`config.mk`:
```
export PLATFORM = sky130hd
export DESIGN_NAME = quad_encoder_decoder
export DESIGN_NICKNAME = d
export VERILOG_FILES = /design/src/rtl/quad_enc_pkg.sv /design/src/rtl/quad_channel.sv /design/src/rtl/quad_encoder_decoder.sv
export SDC_FILE = /design/constraint.sdc
export NUM_CORES = 1
export LEC_CHECK = 0
export ABC_AREA = 0
export BUFFER_PORTS_ARGS = -buffer_cell sky130_fd_sc_hd__buf_2
export CAP_MARGIN = 0
export CORE_MARGIN = 10
export CORE_UTILIZATION = 50
export CTS_BUF_LIST = sky130_fd_sc_hd__clkbuf_2
export CTS_CLUSTER_DIAMETER = 150
export CTS_CLUSTER_SIZE = 12
export DETAILED_ROUTE_END_ITERATION = 8
export HOLD_SLACK_MARGIN = 0.12
export PLACE_DENSITY_LB_ADDON = 0.2
export SYNTH_ARGS = -nofsm -noshare
export SYNTH_HDL_FRONTEND = slang
export SYNTH_SLANG_ARGS = --single-unit
```
`constraint.sdc`:
```
create_clock -name clk -period 7.15 [get_ports clk]
set_input_delay 1.0725 -clock clk [delete_from_list [all_inputs] [get_ports clk]]
set_output_delay 1.0725 -clock clk [all_outputs]
set_load 0.05 [all_outputs]
```
`src/rtl/quad_enc_pkg.sv`:
```
// Shared definitions for the quadrature decoder: step classification,
// Gray-code successor and accumulator sizing.
package quad_enc_pkg;

  localparam int ACC_W = 4;

  typedef enum logic [1:0] {
    STEP_NONE = 2'd0,
    STEP_CW   = 2'd1,
    STEP_CCW  = 2'd2,
    STEP_ERR  = 2'd3
  } step_e;

  // Clockwise order of {A,B}: 00 -> 01 -> 11 -> 10 -> 00
  function automatic logic [1:0] cw_next(input logic [1:0] ab);
    logic [1:0] nxt;
    case (ab)
      2'b00:   nxt = 2'b01;
      2'b01:   nxt = 2'b11;
      2'b11:   nxt = 2'b10;
      default: nxt = 2'b00;
    endcase
    return nxt;
  endfunction

  function automatic step_e classify_step(input logic [1:0] prev_ab,
                                          input logic [1:0] cur_ab);
    if (cur_ab == prev_ab)          return STEP_NONE;
    if (cur_ab == cw_next(prev_ab)) return STEP_CW;
    if (prev_ab == cw_next(cur_ab)) return STEP_CCW;
    return STEP_ERR;
  endfunction

endpackage

```
`src/rtl/quad_channel.sv`:
```
// One encoder channel: 2-flop sync, debounce, x4 decode, detent divider
// and signed position counter (wrapping or saturating).
module quad_channel
  import quad_enc_pkg::*;
#(
  parameter int CNT_W           = 8,
  parameter int DEBOUNCE_CYCLES = 16,
  parameter int DETENT_DIV      = 4,
  parameter int SATURATE        = 0
) (
  input  logic             clk,
  input  logic             reset,
  input  logic             a_i,
  input  logic             b_i,
  input  logic             pos_clear_i,
  output logic             cw_o,
  output logic             ccw_o,
  output logic             step_err_o,
  output logic [CNT_W-1:0] position_o
);

  localparam int DB_W = $clog2(DEBOUNCE_CYCLES + 1);
  localparam logic [DB_W-1:0] DB_MAX = DB_W'(DEBOUNCE_CYCLES);
  localparam logic signed [ACC_W-1:0] ACC_ONE = $signed(ACC_W'(1));
  localparam logic signed [ACC_W-1:0] DET_P   = $signed(ACC_W'(DETENT_DIV));
  localparam logic signed [ACC_W-1:0] DET_N   = -DET_P;
  localparam logic signed [CNT_W-1:0] POS_ONE = $signed(CNT_W'(1));
  localparam logic signed [CNT_W-1:0] POS_MAX = {1'b0, {(CNT_W-1){1'b1}}};
  localparam logic signed [CNT_W-1:0] POS_MIN = {1'b1, {(CNT_W-1){1'b0}}};

  function automatic logic signed [CNT_W-1:0] pos_inc(input logic signed [CNT_W-1:0] p);
    if (SATURATE != 0 && p == POS_MAX) return p;
    return p + POS_ONE;
  endfunction

  function automatic logic signed [CNT_W-1:0] pos_dec(input logic signed [CNT_W-1:0] p);
    if (SATURATE != 0 && p == POS_MIN) return p;
    return p - POS_ONE;
  endfunction

  logic [1:0]              s1_q, s2_q;
  logic [1:0]              cand_q, cand_d;
  logic [DB_W-1:0]         cnt_q, cnt_d;
  logic [1:0]              stable_q, stable_d;
  logic [1:0]              prev_q, prev_d;
  logic                    base_vld_q, base_vld_d;
  logic                    vld_p1_q, vld_p1_d;
  logic signed [ACC_W-1:0] acc_q, acc_d;
  logic signed [CNT_W-1:0] pos_q, pos_d;
  logic                    cw_q, cw_d, ccw_q, ccw_d, err_q, err_d;
  logic                    moving;
  step_e                   step;

  // Stage p0: debounce of the synchronised pair. Before a baseline exists
  // every settled value counts as new so the first pair is always accepted.
  always_comb begin
    moving     = !base_vld_q || (s2_q != stable_q);
    cand_d     = cand_q;
    cnt_d      = cnt_q;
    stable_d   = stable_q;
    prev_d     = prev_q;
    base_vld_d = base_vld_q;
    vld_p1_d   = 1'b0;
    if (!moving) begin
      cand_d = s2_q;
      cnt_d  = '0;
    end else if (s2_q != cand_q) begin
      cand_d = s2_q;
      cnt_d  = DB_W'(1);
    end else if (cnt_q == DB_MAX) begin
      stable_d   = cand_q;
      cnt_d      = '0;
      base_vld_d = 1'b1;
      if (base_vld_q) begin
        prev_d   = stable_q;
        vld_p1_d = 1'b1;
      end
    end else begin
      cnt_d = cnt_q + DB_W'(1);
    end
  end

  // Stage p1: decode the accepted transition and run the detent divider
  always_comb begin
    step  = classify_step(prev_q, stable_q);
    acc_d = acc_q;
    pos_d = pos_q;
    cw_d  = 1'b0;
    ccw_d = 1'b0;
    err_d = 1'b0;
    if (vld_p1_q) begin
      case (step)
        STEP_CW: begin
          if (acc_q + ACC_ONE == DET_P) begin
            cw_d  = 1'b1;
            pos_d = pos_inc(pos_q);
            acc_d = '0;
          end else begin
            acc_d = acc_q + ACC_ONE;
          end
        end
        STEP_CCW: begin
          if (acc_q - ACC_ONE == DET_N) begin
            ccw_d = 1'b1;
            pos_d = pos_dec(pos_q);
            acc_d = '0;
          end else begin
            acc_d = acc_q - ACC_ONE;
          end
        end
        STEP_ERR: begin
          err_d = 1'b1;
          acc_d = '0;
        end
        default: ;
      endcase
    end
    if (pos_clear_i) begin
      pos_d = '0;
      acc_d = '0;
    end
  end

  always_ff @(posedge clk or posedge reset) begin
    if (reset) begin
      s1_q       <= '0;
      s2_q       <= '0;
      cand_q     <= '0;
      cnt_q      <= '0;
      stable_q   <= '0;
      prev_q     <= '0;
      base_vld_q <= 1'b0;
      vld_p1_q   <= 1'b0;
      acc_q      <= '0;
      pos_q      <= '0;
      cw_q       <= 1'b0;
      ccw_q      <= 1'b0;
      err_q      <= 1'b0;
    end else begin
      s1_q       <= {a_i, b_i};
      s2_q       <= s1_q;
      cand_q     <= cand_d;
      cnt_q      <= cnt_d;
      stable_q   <= stable_d;
      prev_q     <= prev_d;
      base_vld_q <= base_vld_d;
      vld_p1_q   <= vld_p1_d;
      acc_q      <= acc_d;
      pos_q      <= pos_d;
      cw_q       <= cw_d;
      ccw_q      <= ccw_d;
      err_q      <= err_d;
    end
  end

  assign cw_o       = cw_q;
  assign ccw_o      = ccw_q;
  assign step_err_o = err_q;
  assign position_o = pos_q;

endmodule

```
`src/rtl/quad_encoder_decoder.sv`:
```
// Multi-channel quadrature decoder: one independent quad_channel per
// encoder, positions packed channel-major into a flat bus.
module quad_encoder_decoder
  import quad_enc_pkg::*;
#(
  parameter int NUM_CH          = 1,
  parameter int CNT_W           = 8,
  parameter int DEBOUNCE_CYCLES = 16,
  parameter int DETENT_DIV      = 4,
  parameter int SATURATE        = 0
) (
  input  logic                    clk,
  input  logic                    reset,
  input  logic [NUM_CH-1:0]       A,
  input  logic [NUM_CH-1:0]       B,
  input  logic [NUM_CH-1:0]       pos_clear,
  output logic [NUM_CH-1:0]       Clockwise,
  output logic [NUM_CH-1:0]       counterClockwise,
  output logic [NUM_CH*CNT_W-1:0] position,
  output logic [NUM_CH-1:0]       step_err
);

  for (genvar i = 0; i < NUM_CH; i++) begin : g_ch
    quad_channel #(
      .CNT_W          (CNT_W),
      .DEBOUNCE_CYCLES(DEBOUNCE_CYCLES),
      .DETENT_DIV     (DETENT_DIV),
      .SATURATE       (SATURATE)
    ) u_ch (
      .clk        (clk),
      .reset      (reset),
      .a_i        (A[i]),
      .b_i        (B[i]),
      .pos_clear_i(pos_clear[i]),
      .cw_o       (Clockwise[i]),
      .ccw_o      (counterClockwise[i]),
      .step_err_o (step_err[i]),
      .position_o (position[i*CNT_W +: CNT_W])
    );
  end

endmodule
```
Word-level counts from Yosys, hierarchy flattened
Cells that the tools add are included.
Widths: inputs -> output; s select.
{ "totals": {"mem_bits_rw": 0, "n_memories": 0, "reg_bits": 32, "latch_bits": 0, "rom_bits": 0} }
{ "op_classes": {"n_lt_le_gt_ge": 0, "mul": 0, "eq_ne": 18, "shifts": 0, "n_mux": 44, "div_mod_pow": 0, "n_reduce_logical": 11, "n_bitwise": 1, "n_addsub": 5} }
{ "ops": {"columns": ["operator", "count"], "rows": [
  ["$mux 8", 4],
  ["$mux 2", 11],
  ["$mux 1", 18],
  ["$mux 4", 4],
  ["$pmux 8 s2", 1],
  ["$mux 5", 3],
  ["$pmux 2 s3", 2],
  ["$pmux 4 s3", 1],
  ["$add 8x2->8 const B", 1],
  ["$eq 2x2->1 const B", 4],
  ["$reduce_and 4->1", 2],
  ["$sub 8x2->8 const B", 1],
  ["$eq 2x1->1 const B", 3],
  ["$eq 2x2->1", 3],
  ["$ne 3x2->1 const B", 2],
  ["$add 5x1->5 const B", 1],
  ["$eq 5x5->1 const B", 1],
  ["$add 4x2->4 const B", 1],
  ["$eq 4x3->1 const B", 1],
  ["$eq 4x4->1 const B", 1],
  ["$logic_not 2->1", 2],
  ["$ne 2x2->1", 2],
  ["$reduce_bool 4->1", 1],
  ["$sub 4x2->4 const B", 1],
  ["8 further kinds", 8]
]} }

Depth between registers and ports, before layout
Gate-level depths: netlist of run 1.
{ "logic_depth": {"word_depth": 19, "depth_mapped": 12, "depth_no_buf": 11} }

Worst setup path before layout of run 1
No wires, ideal clock.
{ "synth_path": {"path_type": "register to register", "from": "register g_ch[0].u_ch.prev_q[1]", "to": "register g_ch[0].u_ch.pos_q[7]", "synth_period_minus_slack_ns": 3.126, "path_buffers": 1, "arrival_time_ns": 2.999, "stages_incl_launch_ff": 12, "path_slack_ns": 4.024, "setup_ns": 0.128, "path_cell_list": "dfrtp_1 -> clkbuf_1 -> mux2_2 -> mux2i_1 -> inv_1 -> ha_1 -> ha_1 -> a21o_1 -> a21oi_1 -> a21oi_1 -> nor4_2 -> mux2_1"} }
{ "synth_via": {"elab_chain_cells": 13, "word_cells_on_any_way": 28, "cone_classes": "eq/ne: 9; mux: 16; reduce/logical: 3"} }
{ "synth_lines": {"columns": ["item", "line_no", "rtl"], "rows": [
  ["from (decl)", "quad_channel.sv:45", "logic [1:0] prev_q, prev_d;"],
  ["from (signal assigned)", "quad_channel.sv:145", "prev_q <= prev_d;"],
  ["$eq 2x2->1, or another cell as far along", "quad_enc_pkg.sv:17", "case (ab)"],
  ["$pmux 2 s3", "quad_enc_pkg.sv:17", null],
  ["$mux 2", "quad_enc_pkg.sv:29", "if (cur_ab == cw_next(prev_ab)) return STEP_CW;"],
  ["$eq 2x2->1", "quad_enc_pkg.sv:29", null],
  ["$mux 2", "quad_enc_pkg.sv:29", null],
  ["$mux 2", "quad_enc_pkg.sv:30", "if (prev_ab == cw_next(cur_ab)) return STEP_CCW;"],
  ["$mux 2", "quad_enc_pkg.sv:31", "return STEP_ERR;"],
  ["$mux 2", "quad_enc_pkg.sv:30", null],
  ["$mux 2 (*)", "quad_enc_pkg.sv:29", null],
  ["$eq 2x2->1 / $eq 2x1->1 (equally long branches)", "quad_channel.sv:92", "case (step)"],
  ["$pmux 8 s2", "quad_channel.sv:92", null],
  ["$mux 8", "quad_channel.sv:91", "if (vld_p1_q) begin"],
  ["$mux 8", "quad_channel.sv:118", "if (pos_clear_i) begin"],
  ["to (signal assigned)", "quad_channel.sv:149", "pos_q <= pos_d;"],
  ["to (decl)", "quad_channel.sv:49", "logic signed [CNT_W-1:0] pos_q, pos_d;"]
]} }
Mark *: on every way between the ends. The rest lies on a longest branch, timed or not. The select of a mux whose other input is x is not followed.
A chain may end at the register's enable or synchronous reset.

Final worst setup path of run 1
{ "layout_path": {"from": "register g_ch[0].u_ch.stable_q[0]", "to": "register g_ch[0].u_ch.pos_q[7]"} }
{ "layout_via": {"elab_chain_cells": 15, "word_cells_on_any_way": 29, "cone_classes": "eq/ne: 9; mux: 17; reduce/logical: 3"} }
{ "layout_lines": {"columns": ["item", "line_no", "rtl"], "rows": [
  ["from (decl)", "quad_channel.sv:44", "logic [1:0] stable_q, stable_d;"],
  ["from (signal assigned)", "quad_channel.sv:144", "stable_q <= stable_d;"],
  ["$eq 2x2->1, or another cell as far along", "quad_enc_pkg.sv:17", null],
  ["$pmux 2 s3", "quad_enc_pkg.sv:17", null],
  ["$mux 2", "quad_enc_pkg.sv:30", null],
  ["$mux 2", "quad_enc_pkg.sv:29", null],
  ["$eq 2x2->1", "quad_enc_pkg.sv:30", null],
  ["$mux 1 (2 in series)", "quad_enc_pkg.sv:30", null],
  ["$mux 1", "quad_enc_pkg.sv:29", null],
  ["$mux 2", "quad_enc_pkg.sv:31", null],
  ["$mux 2", "quad_enc_pkg.sv:30", null],
  ["$mux 2 (*)", "quad_enc_pkg.sv:29", null],
  ["$eq 2x2->1 / $eq 2x1->1 (equally long branches)", "quad_channel.sv:92", null],
  ["$pmux 8 s2", "quad_channel.sv:92", null],
  ["$mux 8", "quad_channel.sv:91", null],
  ["$mux 8", "quad_channel.sv:118", null]
]} }
Marked as above.

==> results of run 1 <==
[flip-flops by register name (all words and copies together), names as in the netlist]
signal and cells:
g_ch.u_ch.ccw_o 1, g_ch.u_ch.base_vld_q 1, g_ch.u_ch.cw_o 1, g_ch.u_ch.s2_q 2, g_ch.u_ch.cand_q 2, g_ch.u_ch.stable_q 2
g_ch.u_ch.step_err_o 1, g_ch.u_ch.cnt_q 5, g_ch.u_ch.acc_q 4, g_ch.u_ch.vld_p1_q 1, g_ch.u_ch.s1_q 2, g_ch.u_ch.prev_q 2
g_ch.u_ch.position_o 8
[layer usage]
layer,vias up,share of wire,global-route usage
met5,-,0,0
met4,0,0.023,0.0652
met3,11,0.054,0.0378
met2,30,0.49,0.219
met1,738,0.44,0.148
li1,739,-,-
[worst max path at each step]
| stage | from | endpoint | slack, ps |
|---|---|---|---|
| finish | g_ch[0].u_ch.stable_q[0] | g_ch[0].u_ch.position_o[7] | 3410 |
| global route | g_ch[0].u_ch.stable_q[0] | g_ch[0].u_ch.position_o[7] | 3040 |
| CTS | g_ch[0].u_ch.stable_q[0] | g_ch[0].u_ch.position_o[7] | 3440 |
| detailed placement | g_ch[0].u_ch.stable_q[0] | g_ch[0].u_ch.position_o[7] | 3540 |
| global placement | g_ch[0].u_ch.stable_q[0] | g_ch[0].u_ch.position_o[7] | 3670 |
| floorplan | g_ch[0].u_ch.prev_q[1] | g_ch[0].u_ch.position_o[7] | 4020 |
[cells in the final DEF (no fill, tap or decap), drive strengths merged, types with 2 or more instances in the layout]
master / count
a211oi: 4
a21o: 3
a21oi: 12
a22oi: 2
and3: 6
buf: 16
clkbuf: 6
dfrtp: 32
ha: 14
inv: 13
mux2: 6
mux2i: 9
nand2: 11
nand2b: 3
nand3: 9
nand3b: 2
nand4: 3
nor2: 14
nor2b: 4
nor3: 5
nor3b: 2
o21a: 2
o21ai: 7
o21bai: 2
or2: 2
xnor2: 7
xor2: 3
[power breakdown]
group | internal [mW] | switching, mW | total, mW
Clock | 0.0602 | 0.0635 | 0.124
Combinational | 0.00672 | 0.0108 | 0.0176
Sequential | 0.185 | 0.00365 | 0.189
Total | 0.252 | 0.0780 | 0.330
[cells by family after synthesis]
group / after synthesis / synth area share
adder cells (fa/ha/maj): 15 / 0.0997
buffers and inverters: 21 / 0.0409
AND/OR/NAND/NOR: 65 / 0.176
flip-flops: 32 / 0.409
multiplexers: 15 / 0.0806
XOR/XNOR: 10 / 0.0448
AO/OA/AOI/OAI: 43 / 0.148
[cell usage after synthesis, types with 6 or more instances]
library cell,count,area (um^2)
inv_1,13,48.8
ha_1,14,175
dfrtp_1,32,801
mux2i_1,9,90.1
clkbuf_1,7,26.3
and3_1,6,37.5
nand3_1,9,45.0
nor2_1,14,52.6
a21oi_1,12,60.1
xnor2_1,7,61.3
nand2_1,11,41.3
o21ai_0,7,35.0
[through the flow]
step	instances	worst slack, ps	utilization	total power, mW	area, um^2
2_1_floorplan	201	4020	-	0.204	1960
3_3_place_gp	257	3670	0.557	0.209	2070
6_report	265	3410	0.574	0.330	2130
3_5_place_dp	257	3540	0.557	0.210	2070
4_1_cts	265	3440	0.574	0.336	2130
5_1_grt	265	3040	0.574	0.344	2130
[worst max-delay path, cell delays in order (launching register included)]
cell and delay (ps):
dfrtp_1 610, mux2_2 380, mux2i_1 490, inv_1 180
ha_1 380, ha_1 410, a21o_1 200, a21oi_1 280
a21oi_1 130, nor4_2 240, mux2_1 350
[final cells by class]
type | count | area, um^2
Inverter | 13 | 48.8
Multi-Input combinational cell | 148 | 1080
Fill cell | 347 | 1580
Timing Repair Buffer | 16 | 82.6
Tap cell | 48 | 60.1
Sequential cell | 32 | 801
Clock inverter | 2 | 35.0
Clock buffer | 6 | 30.0
==> impl_results.md, run 1 <==
- Status: completed
- Worst skew pair latency: between 300 and 400 ps
- CP Launch Type: register
- EDFF count, synth: 0
- Post-synthesis net count: ~220
- Worst-Margin Slew: 1060 ps
- Antenna cells: 0
- Max Fclk: 0.268 GHz
- Largest net degree at the start of global routing: 33
- Power density cells: 155 mW/mm^2
- CP max FO: 13
- Post-synth ARST share: 1.00
- Path type of the worst setup path: reg -> reg
- Pre-antenna DRT Iters: 4
- Fin crit share: 0.523
- Chip Width: between 80 and 90 um
- Via density per instance: 5.73
- First-pass GRT wire length: between 6000 and 7000 um
- Syn. warnings: 0
- Die area: 0.00682 mm^2
- Worst slew margin: 0.292
- Routed Wire Length: between 3000 and 4000 um
- Row cnt: 22
- I/O pin count: 16
- Resized cells post-CTS: 0
- Starting Density: 0.527
- Nets@finish: 236
- Core Area: 0.00372 mm^2
- Antenna-violating nets left: 0
- Hold depth: 0
- Final setup viols: 0
- Clock root cell: clkbuf_2
- Worst EP arrival: 4010 ps
- Yosys reg bits: 32
- CTS tree: done
- # clock sinks: 32
- Clock transition at path regs: 160 ps
- GRT Util Overall: 0.130
- Initial antenna violation count: 0
- Final hold vios: 0
- R2r worst-path depth: 10
- Reg-to-Reg Start: g_ch[0].u_ch.stable_q[0]
- HPWL Detailed: 2780 um
- Syn avg cell area: slightly below 10 um^2
- Main synth FF type: dfrtp_1
- FF-to-FF End: g_ch[0].u_ch.position_o[7]
- Maxcap violations: 0
- Worst-case clock buffer depth: 2
- GPL Wtd Cong: 0.885
- Layout cells sized above 1: 0.157
- Routed vias: 1518
- Skew final: 11.2 ps
- Synth-to-layout area growth: 9.02%
- Synth Cell Area: 0.00196 mm^2
- Final Max Tran Viols: 0
- IO buf count: 15
- Static leakage: 1.03 nW
- Tmin final: 3740 ps
- Hold EP: g_ch[0].u_ch.s2_q[1]
- GRT Residual Overflow: 0
- DR WL/cell: 15.0 um
- Worst R2R Setup Slack: 3410 ps
- Setup TNS: 0 ps
- Yosys cell types: 46
- Post-CTS Hold Fix Bufs: 0
- Hold path startpoint: g_ch[0].u_ch.s1_q[1]
- Peak supply drop: about 76 uV
- H-Tree Level Count: 2
- Die H: 82.6 um
- WP data required: 7420 ps
- Post-CTS Setup Bufs: 0
- Hold Path Class: reg -> reg
- Residual DRC: 0
- CP endpoint kind: register
- Num CTS Buffers: 5
- Iteration-0 DRC Markers: 100
- Seq/Total Area, Yosys: 0.409
- Worst hold slack: between 300 and 400 ps
- Vias in the first global route: ~1500
- Setup repair after global routing missed its margin: no
- Post-Synthesis Cells: around 200
No activity file was read; power rests on OpenSTA's default activity.
==> run 2: changes to the inputs <==
==> constraint.sdc (replaced) <==
create_clock -name clk -period 3.1 [get_ports clk]
set_input_delay 0.465 -clock clk [delete_from_list [all_inputs] [get_ports clk]]
set_output_delay 0.465 -clock clk [all_outputs]
set_load 0.05 [all_outputs]
==> run 2 against run 1 <==
Effect of this change:
- register-to-register slack worse by 3200 ps
- first-iteration DRC count shrank 26%
- flip-flop and latch count did not move
- via count grew 2.6%
- wire length is 1.8% higher
- cell count increased by 2.6%
- clock power up 71%
- hold slack better by 3.8 ps
- power is 110% higher
- clock-buffer cell count is 1 lower
- clock skew about the same
==> impl_results.md, run 2 (synthesized netlist as in run 1, its figures left out) <==
- Most common cell after layout, fill and taps aside: dfrtp_1
- Skew final: 11.0 ps
- Commonest cells after routing, fill and taps aside: 31 x dfrtp_1, 15 x buf_2, 14 x nor2_1
- # clock sinks: 32
- Largest net degree at the start of global routing: 33
- Die area: ~0.0068 mm^2
- Antenna cells: 0
- Routed Wire Length: 4040 um
- Core Area: 0.00372 mm^2
- Combinational share of power: 0.063
- CP Launch Type: register
- Maxcap violations: 0
- Power density cells: 317 mW/mm^2
- Critical Path Slowest Stage Cell: dfrtp_1
- Max reg flops: 8
- IO buf count: 15
- Final setup viols: 0
- I/O pin count: 16
- Worst skew pair latency: 380 ps
- Post-CTS Setup Bufs: 0
- Tmin final: 2900 ps
- Iteration-0 DRC Markers: 74
- Seq pwr share: 0.630
- Fin crit share: 0.935
- CTS tree: done
- Antenna-violating nets left: 0
- Worst-Margin Slew: between 400 and 500 ps
- Clock root cell: clkbuf_2
- DR WL/cell: 14.9 um
- Final hold vios: 0
- Setup TNS: 0 ps
- Max Fclk: 0.345 GHz
- HPWL Detailed: 3010 um
- Post-Place Cell Area: ~0.0021 mm^2
- Setup repair after global routing missed its margin: no
- Path type of the worst setup path: reg -> reg
- H-Tree Level Count: 2
- Switching share of total power: 0.276
- Status: completed
- Num CTS Buffers: 5
- Peak supply drop: 263 uV
- Die H: a little over 80 um
- Max stage delay on crit path: 500 ps
- Total power: about 700 uW
- WP data required: 3390 ps
- Fillers: 332
- Final Max Tran Viols: 0
- Via density per instance: 5.73
- Initial antenna violation count: 0
- Hold Path Class: reg -> reg
- Nets@finish: 243
- Synth-to-layout area growth: 11.6%
- Worst slew margin: 0.697
- Pre-antenna DRT Iters: 4
- GPL Wtd Cong: 0.924
- Worst hold slack: between 300 and 400 ps
- GRT Util Overall: 0.132
- CP endpoint kind: register
- Clk pwr share: 0.307
- Post-layout util: 0.588
- CP Cell Sequence: mux2_2 > mux2i_2 > inv_1 > ha_2 > ha_1 > a21o_1 > a21oi_1 > a21oi_1 > nor4_2 > mux2_1
- Residual DRC: 0
- Static leakage: ~1.0 nW
- CP dominant cell by count: a21oi_1
- CP max FO: 8
- Clock transition at path regs: ~180 ps
- Routed vias: 1558
- Psw: approximately 190 uW
- Final instance area: 0.00218 mm^2
- Row cnt: 22
- P_int: 501 uW
- Vias in the first global route: 1605
- GRT Residual Overflow: 0
- Worst-case clock buffer depth: 2
- Starting Density: 0.527
- Layout cells sized above 1: 0.183
- Chip Width: 82.6 um
- First-pass GRT wire length: between 7000 and 8000 um
- Worst EP arrival: 3190 ps
==> run 2: changes by cell type in the layout (fill, tap and decap cells not counted), sizes merged <==
cell / change
buf: +4
dlygate4sd3: +3
clkinvlp: +2
bufinv: -1
clkbuf: -1
==> run 2: final timing paths <==
| path | startpoint | end | slack (ps) | cells past startpoint |
|---|---|---|---|---|
| worst min register to register | g_ch[0].u_ch.s1_q[1] | g_ch[0].u_ch.s2_q[1] | 380 | 0 |
| worst min-delay path | g_ch[0].u_ch.s1_q[1] | g_ch[0].u_ch.s2_q[1] | 380 | 0 |
| max in group asynchronous | reset | g_ch[0].u_ch.prev_q[1] | 2100 | 4 |
| min in group asynchronous | reset | g_ch[0].u_ch.position_o[6] | 690 | 4 |
| worst max-delay path | g_ch[0].u_ch.prev_q[0] | g_ch[0].u_ch.position_o[7] | 200 | 10 |
| worst max register to register | g_ch[0].u_ch.prev_q[0] | g_ch[0].u_ch.position_o[7] | 200 | 10 |
==> run 2: routing by layer <==
layer / share of wire / GRT usage / vias to the layer above
met2: 0.48 / 0.228 / 21
met4: 0.013 / 0.0485 / 0
met1: 0.46 / 0.151 / 772
li1: - / - / 759
met5: 0 / 0 / -
met3: 0.040 / 0.0410 / 6
==> run 2: layout make-up <==
class	instances	area [um^2]	area share
multi-input cells	148	1080	0.495
flip-flops and latches	32	802	0.367
repair buffers	23	143	0.0653
well taps	48	60.1	0.0275
inverters	13	48.8	0.0223
clock buffers	5	25.0	0.0115
clock inverters	3	23.8	0.0109
==> run 2: what timing repair did <==
item                       in CTS  in global routing
setup endpoints to repair       0                  2
hold endpoints to repair        0                 14
hold buffers                    0                  3
gates resized for setup         0                  2
==> run 2: power groups by stage <==
stage / Clock, mW / Sequential, mW / Combinational [mW]
after global routing: 0.245 / 0.437 / 0.0508
after CTS: 0.221 / 0.435 / 0.0417
final: 0.212 / 0.436 / 0.0436
after detailed placement: 0 / 0.443 / 0.0414
after floorplan: 0 / 0.441 / 0.0306
after global placement: 0 / 0.442 / 0.0385
==> run 2: through the flow <==
stage	instances	setup slack [ps]
2_1_floorplan	201	57.7
3_3_place_gp	261	283
3_5_place_dp	261	176
4_1_cts	269	134
5_1_grt	272	34.6
6_report	272	200
==> run 2: worst max-delay path: cells and delay by family (launching register included) <==
| family | cells | cell delay, ps |
|---|---|---|
| buf+inv | 1 | 110 |
| mux | 3 | 820 |
| fa+ha+maj | 2 | 560 |
| simple gates | 1 | 230 |
| flops | 1 | 500 |
| compound gates | 3 | 580 |
==> run 3: changes to the inputs <==
--- a/config.mk
+++ b/config.mk
@@ -8,7 +8,7 @@
 export ABC_AREA = 0
 export BUFFER_PORTS_ARGS = -buffer_cell sky130_fd_sc_hd__buf_2
 export CAP_MARGIN = 0
-export CORE_MARGIN = 10
+export CORE_ASPECT_RATIO = 1.2
 export CORE_UTILIZATION = 50
 export CTS_BUF_LIST = sky130_fd_sc_hd__clkbuf_2
 export CTS_CLUSTER_DIAMETER = 150
==> constraint.sdc (replaced) <==
create_clock -name clk -period 2.6 [get_ports clk]
set_input_delay 0.39 -clock clk [delete_from_list [all_inputs] [get_ports clk]]
set_output_delay 0.39 -clock clk [all_outputs]
set_load 0.05 [all_outputs]
==> run 3 against run 2 <==
Effect of this change:
- first-iteration DRC count grew 6.8%
- die area shrank 39%
- power grew 17%
- global-route usage grew 8.4 points
- maximum frequency grew 12%
- hold slack lost 23 ps
- critical path type unchanged
- combinational power grew 19%
- cell area grew 9.0%
- largest power group unchanged
==> impl_results.md, run 3 (synthesized netlist as in run 1, its figures left out) <==
- Status: completed
- Routed length on met3: 141 um
- IO buf count: 15
- Post-layout util: 0.645
- H-Tree Level Count: 2
- # clock sinks: 32
- Antenna-violating nets left: 0
- CTS tree: done
- I/O pin count: 16
- Layout cells sized above 1: 0.263
- Routed Wire Length: 4090 um
- Most common cell after layout, fill and taps aside: dfrtp_1
- Core Area: 0.00369 mm^2
- Iteration-0 DRC Markers: 79
- DR WL/cell: 14.0 um
- GPL Wtd Cong: 0.855
- Nets@finish: 259
- Die area: 0.00417 mm^2
- Clock root cell: clkbuf_2
- Via density per instance: approximately 5.5
- Tmin final: 2590 ps
- Peak supply drop: approximately 300 uV
- Critical Path Slowest Stage Cell: dfrtp_2
- HPWL Detailed: 2810 um
- CP endpoint kind: register
- Worst slew margin: 0.737
- Worst EP arrival: 2880 ps
- Max stage delay on crit path: 470 ps
- Register area: around 800 um^2
- Static leakage: 1.13 nW
- Vias in the first global route: ~1600
- Setup repair after global routing missed its margin: yes
- Combinational share of power: 0.064
- Buffers and inverters on the worst path: 2
- Skew final: 27.4 ps
- Maxcap violations: 0
- First-pass GRT wire length: 6850 um
- Power density cells: 340 mW/mm^2
- Antenna cells: 0
- P_int: 603 uW
- Max reg flops: 8
- Psw: 208 uW
- Synth-to-layout area growth: 21.7%
- Inst Count DP: 271
- Final hold vios: 0
- M1 wire length: around 1700 um
- CP Cell Sequence: mux2_4 > mux2i_4 > inv_2 > ha_4 > buf_6 > ha_4 > nand4_1 > and4_1 > nor4_2 > mux2_1
- Clock transition at path regs: 180 ps
- Fillers: 305
- Clk pwr share: 0.295
- Largest net degree at the start of global routing: 33
- Initial antenna violation count: 0
- Row cnt: 24
- Worst skew pair latency: 370 ps
- Area of the multi-input gates: 0.00115 mm^2
- Post-Layout Cell Count: 292
- Path type of the worst setup path: reg -> reg
- Residual DRC: 0
- CP Launch Type: register
- CP max FO: 6
- Final Max Tran Viols: 0
- Pre-antenna DRT Iters: 4
- Commonest cells after routing, fill and taps aside: 31 x dfrtp_1, 18 x buf_4, 15 x buf_2
- Chip Width: roughly 59 um
- Max Fclk: 0.386 GHz
- Switching share of total power: 0.257
- Num CTS Buffers: 5
- Met2 WL: 2140 um
- CP dominant cell by count: ha_4
- Routed vias: about 1600
- Hold Path Class: in -> reg
- Delay-heaviest family, CP: multiplexers
- Final setup viols: 0
- Hold depth: 2
- Top layer in use: met4
- Fin crit share: 0.997
- R2r worst-path depth: 10
- GRT Residual Overflow: 0
- Die H: around 71 um
- Worst-Margin Slew: 384 ps
- Worst-case clock buffer depth: 2
- WP data required: 2880 ps
- GRT Util Overall: 0.217
- Number of cells on the critical path: 10
- Starting Density: 0.530
- Worst hold slack: approximately 350 ps
- Seq pwr share: 0.641
run 3: changes by cell type in the layout (fill, tap and decap cells not counted), moves of 2 or more:
cell	before	now
buf_4	5	18
ha_1	13	10
a21oi_2	0	3
buf_6	0	3
a21oi_1	12	9
clkinvlp_4	2	0
ha_4	0	4
clkbuf_2	5	7
run 3: path summary, 6_finish.rpt:
path	from	end	slack [ps]
max	g_ch[0].u_ch.stable_q[0]	g_ch[0].u_ch.position_o[7]	8
min	pos_clear	g_ch[0].u_ch.position_o[0]	350
max reg2reg	g_ch[0].u_ch.stable_q[0]	g_ch[0].u_ch.position_o[7]	8
min reg2reg	g_ch[0].u_ch.s1_q[0]	g_ch[0].u_ch.s2_q[0]	390
max in group asynchronous	reset	g_ch[0].u_ch.stable_q[0]	1670
min in group asynchronous	reset	g_ch[0].u_ch.position_o[2]	610
run 3: repair_timing:
| action | CTS | global route |
|---|---|---|
| hold endpoints to repair | 34 | 0 |
| setup endpoints to repair | 1 | 4 |
| pin swaps | 1 | 7 |
| setup buffers | 1 | 9 |
| gates resized for setup | 0 | 10 |
| gates cloned | 0 | 0 |
| hold buffers | 3 | 0 |
run 3: stage by stage:
stage	cell area (um^2)	TNS [ps]	setup WS (ps)	power, mW
2_1_floorplan	2030	-10.3	-10.3	0.562
3_3_place_gp	2200	0	61.2	0.574
3_5_place_dp	2200	-10.4	-10.4	0.578
4_1_cts	2270	0	6.73	0.825
5_1_grt	2380	-218	-141	0.852
6_report	2380	0	7.90	0.811
run 3: final cells by class:
type | instances | area share
well taps | 52 | 0.0273
inverters | 13 | 0.0205
clock inverters | 1 | 0.00158
clock buffers | 7 | 0.0147
multi-input cells | 148 | 0.484
repair buffers | 39 | 0.115
flip-flops and latches | 32 | 0.337
run 3: metal layers:
metal / GRT usage / vias to the layer above
met1: 0.265 / 781
met5: 0 / -
li1: - / 786
met2: 0.365 / 45
met4: 0.0899 / 0
met3: 0.0457 / 8
run 3: power by group through the flow:
stage	Sequential (mW)	Clock (mW)	Combinational, mW
3_5_place_dp	0.528	0	0.0501
4_1_cts	0.519	0.252	0.0538
6_report	0.519	0.240	0.0520
5_1_grt	0.521	0.272	0.0598
2_1_floorplan	0.526	0	0.0365
3_3_place_gp	0.527	0	0.0472
